## src/rtl/router_pkg.sv

```systemverilog
// Shared router constants and byte helpers used by the register block, controller and FIFOs.
package router_pkg;

    localparam int unsigned DATA_W = 8;
    localparam int unsigned ADDR_W = 2;
    localparam logic [ADDR_W-1:0] ADDR_INVALID = 2'b11;

    typedef logic [DATA_W-1:0] byte_t;

    function automatic logic addr_ok(input byte_t b);
        return b[ADDR_W-1:0] != ADDR_INVALID;
    endfunction

endpackage

```

## src/rtl/router_parity_acc.sv

```systemverilog
// Running XOR parity of a packet, received parity capture and registered mismatch flag.
module router_parity_acc
    import router_pkg::*;
(
    input  logic  i_clk,
    input  logic  i_rst,
    input  logic  i_clear,
    input  logic  i_acc_hdr,
    input  byte_t i_hdr_byte,
    input  logic  i_acc_data,
    input  byte_t i_data_byte,
    input  logic  i_cap_parity,
    input  byte_t i_parity_byte,
    input  logic  i_compare,
    output logic  o_err
);

    byte_t w_hdr_term;
    byte_t w_data_term;
    byte_t r_internal;
    byte_t r_packet;
    logic  r_err;

    assign w_hdr_term  = i_acc_hdr  ? i_hdr_byte  : '0;
    assign w_data_term = i_acc_data ? i_data_byte : '0;

    // Header and data terms are independent so overlapping strobes both contribute.
    always_ff @(posedge i_clk or posedge i_rst) begin
        if (i_rst) begin
            r_internal <= '0;
            r_packet   <= '0;
            r_err      <= 1'b0;
        end else begin
            if (i_clear)
                r_internal <= '0;
            else
                r_internal <= r_internal ^ w_hdr_term ^ w_data_term;

            if (i_cap_parity)
                r_packet <= i_parity_byte;

            if (i_clear)
                r_err <= 1'b0;
            else if (i_compare)
                r_err <= (r_internal != r_packet);
        end
    end

    assign o_err = r_err;

endmodule

```

## src/rtl/router_reg.sv

```systemverilog
// Router register block: header/hold byte steering to the FIFO, parity-done and low-valid tracking.
module router_reg
    import router_pkg::*;
(
    input  logic              clock,
    input  logic              reset,
    input  logic              pkt_valid,
    input  logic [DATA_W-1:0] data_in,
    input  logic              fifo_full,
    input  logic              detect_add,
    input  logic              lfd_state,
    input  logic              ld_state,
    input  logic              laf_state,
    input  logic              full_state,
    input  logic              rst_int_reg,
    output logic [DATA_W-1:0] dout,
    output logic              parity_done,
    output logic              low_pkt_valid,
    output logic              err
);

    byte_t r_header;
    byte_t r_hold;
    byte_t r_dout;
    logic  r_parity_done;
    logic  r_low_pkt_valid;

    logic  w_hdr_cap;
    logic  w_acc_data;
    logic  w_cap_parity;
    logic  w_done_set;

    assign w_hdr_cap    = detect_add && pkt_valid && addr_ok(data_in);
    assign w_acc_data   = ld_state && pkt_valid && !full_state;
    assign w_cap_parity = ld_state && !pkt_valid;
    assign w_done_set   = (ld_state && !fifo_full && !pkt_valid) ||
                          (laf_state && r_low_pkt_valid && !r_parity_done);

    always_ff @(posedge clock or posedge reset) begin
        if (reset) begin
            r_header <= '0;
            r_hold   <= '0;
            r_dout   <= '0;
        end else begin
            if (w_hdr_cap)
                r_header <= data_in;

            // A byte offered while the FIFO is full is parked and replayed in laf_state.
            if (ld_state && fifo_full)
                r_hold <= data_in;

            if (lfd_state)
                r_dout <= r_header;
            else if (ld_state && !fifo_full)
                r_dout <= data_in;
            else if (laf_state)
                r_dout <= r_hold;
        end
    end

    always_ff @(posedge clock or posedge reset) begin
        if (reset) begin
            r_parity_done   <= 1'b0;
            r_low_pkt_valid <= 1'b0;
        end else begin
            if (detect_add)
                r_parity_done <= 1'b0;
            else if (w_done_set)
                r_parity_done <= 1'b1;

            if (rst_int_reg)
                r_low_pkt_valid <= 1'b0;
            else if (w_cap_parity)
                r_low_pkt_valid <= 1'b1;
        end
    end

    router_parity_acc u_parity (
        .i_clk         (clock),
        .i_rst         (reset),
        .i_clear       (detect_add),
        .i_acc_hdr     (lfd_state),
        .i_hdr_byte    (r_header),
        .i_acc_data    (w_acc_data),
        .i_data_byte   (data_in),
        .i_cap_parity  (w_cap_parity),
        .i_parity_byte (data_in),
        .i_compare     (r_parity_done),
        .o_err         (err)
    );

    assign dout          = r_dout;
    assign parity_done   = r_parity_done;
    assign low_pkt_valid = r_low_pkt_valid;

endmodule

```

## config.mk

```make
export PLATFORM = sky130hd
export DESIGN_NAME = router_reg
export DESIGN_NICKNAME = d
export VERILOG_FILES = /design/src/rtl/router_pkg.sv /design/src/rtl/router_parity_acc.sv /design/src/rtl/router_reg.sv
export SDC_FILE = /design/constraint.sdc
export NUM_CORES = 1
export LEC_CHECK = 0
export CAP_MARGIN = 20
export CORE_MARGIN = 2
export CORE_UTILIZATION = 30
export CTS_CLUSTER_DIAMETER = 30
export DETAILED_ROUTE_END_ITERATION = 10
export HOLD_SLACK_MARGIN = 0.08
export MAX_ROUTING_LAYER = met4
export SETUP_SLACK_MARGIN = 0.1
export SYNTH_ARGS = -nofsm -noshare
export SYNTH_HDL_FRONTEND = slang
export SYNTH_SLANG_ARGS = --single-unit
```

## constraint.sdc

```tcl
create_clock -name clock -period 1.8 [get_ports clock]
set_input_delay 0.36 -clock clock [delete_from_list [all_inputs] [get_ports clock]]
set_output_delay 0.36 -clock clock [all_outputs]
set_load 0.005 [all_outputs]
```

==> summary.md <==
| Metric | Value |
|---|---|
| Status | `finished, final reports clean` |
| Final setup vio count | `0` |
| Vias after detailed routing | `1460` |
| Net Sw Frac | `25.0%` |
| Final Core Density | `40.4%` |
| Layout Nets | `230` |
| Critical path launch point type | `register` |
| CTS H-Tree Depth | `2` |
| Area grow syn2layout | `30.4%` |
| Core area | `6760 um2` |
| Worst Path Max Fanout | `2` |
| Sequential Area | `1080 um2` |
| Cell variety after synth | `28` |
| Power Total | `around 2.5 mW` |
| Ys async rst share | `100%` |
| Ant diodes | `0` |
| Critical path endpoint category | `primary output` |
| Die Ht | `87.5 um` |
| Critical path's slowest cell | `clkdlybuf4s50_1` |
| Multi-input gate area | `971 um2` |
| Die width | `87.5 um` |
| First-pass GRT wire length | `7.53 mm` |
| Mapped Area | `between 2000 and 2500 um2` |
| Mapped Nets | `184` |
| Setup Fix Bufs, Post-CTS | `0` |
| Psw | `0.627 mW` |
| DRT antenna net count | `0` |
| Critical Path RT | `1.44 ns` |
| Layout cell share with drive strength beyond 1 | `approximately 23%` |
| P_int | `1.88 mW` |
| Die area | `between 7000 and 8000 um2` |
| Cells after Synth | `166` |
| Detailed Place HPWL | `between 3 and 4 mm` |
| Total gr overflow | `0` |
| Initial antenna violation count | `0` |
| Slew Limit Fails | `0` |
| Slew at the pin with the worst max-slew slack | `0.537 ns` |
| WL final | `between 4 and 5 mm` |
| Cell Chain, Critical Path | `clkdlybuf4s50_1` |
| Yosys warns | `0` |
| Largest family of logic cells by synthesized area | `simple AND/OR/NAND/NOR gates` |
| Rel. slew slack | `between 60% and 70%` |
| Hold-fix buffers, CTS | `0` |
| Post-synthesis register bit count | `43` |
| Synth area leaders | `dfrtp_1, mux2_2, xnor3_1` |
| Max-cap violations | `0` |
| Critical setup path kind | `reg2out` |
| Pwr Density | `919 nW/um2` |
| IO Port Bufs | `28` |
| Total track usage | `13.6%` |
| Worst Hold Slack | `about 0.4 ns` |
| Setup TNS | `0 ns` |
| Post_cts resized | `0` |
| # fillers | `between 600 and 700` |
| Simple-Gate Fraction of Synth Area | `13.3%` |
| Sequential share of the synthesized area | `approximately half` |
| RSZ-0062 raised after global routing | `false` |
| Clock sinks | `43` |
| Vias in the first global route | `1471` |
| Post-synthesis compound-gate area fraction | `about a tenth` |
| GPL Wtd Cong | `0.716` |
| Num ports | `29` |
| Mux contribution to synthesized area | `11.8%` |
| Largest net degree at the start of global routing | `44` |
| Syn avg cell area | `12.6 um2` |
| Routed vias/inst | `5.00` |
| Clk_lat worst skew | `0.30 ns` |
| Worst Path Arrival | `1.21 ns` |
| Final hold vios | `0` |
| Clk pin slew, worst setup/hold paths | `0.08 ns` |
| Sequential share of power | `about 48%` |
| Clock Tree Buf Depth | `2` |
| Largest area contributor in the netlist | `dfrtp_1` |
| Top cells by count, synth | `dfrtp_1, mux2_2, a31oi_1` |
| Ratio of final minimum period to clock period | `87.4%` |
| DRT iter0 DRCs | `54` |
| Synth Area in Adders | `0%` |
| Avg WL per Cell | `15.9 um` |
| DRC | `0` |
| Clk pwr share | `between 20% and 30%` |
| Num CTS Buffers | `5` |
| CP Buf/Inv Count | `1` |
| Post-synth EDFFs | `0` |
| Leakage Power | `1.23 nW` |
| TritonCTS clock tree | `built` |
| Minimum clock period | `1.57 ns` |
| Critical path's top delay family | `buffers and inverters` |
| Post-synth top area share | `between 50% and 60%` |
| Max stage delay on crit path | `0.52 ns` |
| Ys flop type | `dfrtp_1` |
| TritonRoute pass-1 iters | `4` |
| Most common cell in the netlist | `dfrtp_1` |
| Rows | `30` |
| Clk_skew | `0.00768 ns` |
| Peak supply drop | `about 0.32 mV` |
| Clk root buf | `clkbuf_8` |
| Type of the worst min-delay path | `in2async` |
| Gate power share | `22.7%` |
| F_max | `635 MHz` |
| Synth Area in XOR/XNOR | `12.0%` |
| Starting density of the core | `31.0%` |
stage by stage:
step | std cells | instance area, um2 | setup WS (ns)
2_1_floorplan | 166 | 2090 | 0.437
3_3_place_gp | 285 | 2620 | 0.0263
3_5_place_dp | 285 | 2620 | 0.000173
4_1_cts | 292 | 2730 | 0.213
5_1_grt | 292 | 2730 | 0.183
6_report | 292 | 2730 | 0.226
layout by cell type, fill, tap and decap left out:
master | netlist | routed
nand2_1 | 3 | 3
a41oi_1 | 1 | 1
o22a_1 | 2 | 2
inv_1 | 2 | 2
and2_1 | 7 | 7
a21o_1 | 1 | 1
buf_12 | 0 | 3
xnor2_1 | 1 | 1
a21oi_1 | 2 | 2
clkinvlp_4 | 0 | 1
xnor3_1 | 8 | 8
buf_4 | 0 | 17
o21a_1 | 1 | 1
xor2_1 | 7 | 7
clkbuf_8 | 0 | 5
nor4_1 | 1 | 1
and3b_1 | 8 | 8
mux2_2 | 22 | 22
dfrtp_1 | 43 | 43
nand2b_1 | 2 | 2
clkdlybuf4s50_1 | 0 | 28
bufinv_16 | 0 | 1
nor3_1 | 1 | 1
o211ai_1 | 1 | 1
a31oi_1 | 15 | 15
o21bai_1 | 1 | 1
nand3_1 | 1 | 1
nand4b_1 | 1 | 1
and4b_1 | 7 | 7
o21ai_0 | 7 | 7
nor2_1 | 12 | 12
area by class of cell:
| class | count | share of cell area, % |
|---|---|---|
| clock buffers | 5 | 2.52 |
| clock inverters | 2 | 1.38 |
| inverters | 2 | 0.275 |
| multi-input cells | 112 | 35.6 |
| flip-flops and latches | 43 | 39.4 |
| well taps | 80 | 3.67 |
| repair buffers | 48 | 17.1 |
routing by layer:
layer	vias to the layer above	global-route usage [%]	part of all wire, %
met5	-	-	0
met3	5	3.68	3.4
met1	735	18.8	51
met4	0	4.06	1.2
met2	19	19.6	44
li1	701	-	-
state kept, by name, summed over array words and instances (netlist names):
register	flops
dout	8
low_pkt_valid	1
parity_done	1
r_header	8
r_hold	8
u_parity.o_err	1
u_parity.r_internal	8
u_parity.r_packet	8
power by group through the flow:
stage	registers (mW)	clock network (mW)	logic, mW
3_3_place_gp	1.22	0	0.564
2_1_floorplan	1.20	0	0.346
5_1_grt	1.22	0.794	0.629
6_report	1.20	0.736	0.570
4_1_cts	1.20	0.754	0.579
3_5_place_dp	1.22	0	0.576
worst paths after layout:
kind	endpoint	start	cells after the start	slack [ns]
max in group asynchronous	dout[1]	reset	3	1.17
hold reg to reg	r_header[1]	r_header[1]	1	0.49
hold / removal	u_parity.r_packet[1]	reset	3	0.41
setup / recovery	dout[4]	dout[4]	1	0.23
min in group clock	r_header[1]	r_header[1]	1	0.49
setup reg to reg	u_parity.o_err	u_parity.r_internal[6]	3	0.67
cells by family (layout without fill, tap and decap cells):
group,after synthesis,count (layout)
simple gates,43,43
xor+xnor,16,16
buf+inv,11,57
mux,22,22
flops,43,43
compound gates,31,31
No activity file was read; power rests on OpenSTA's default activity.
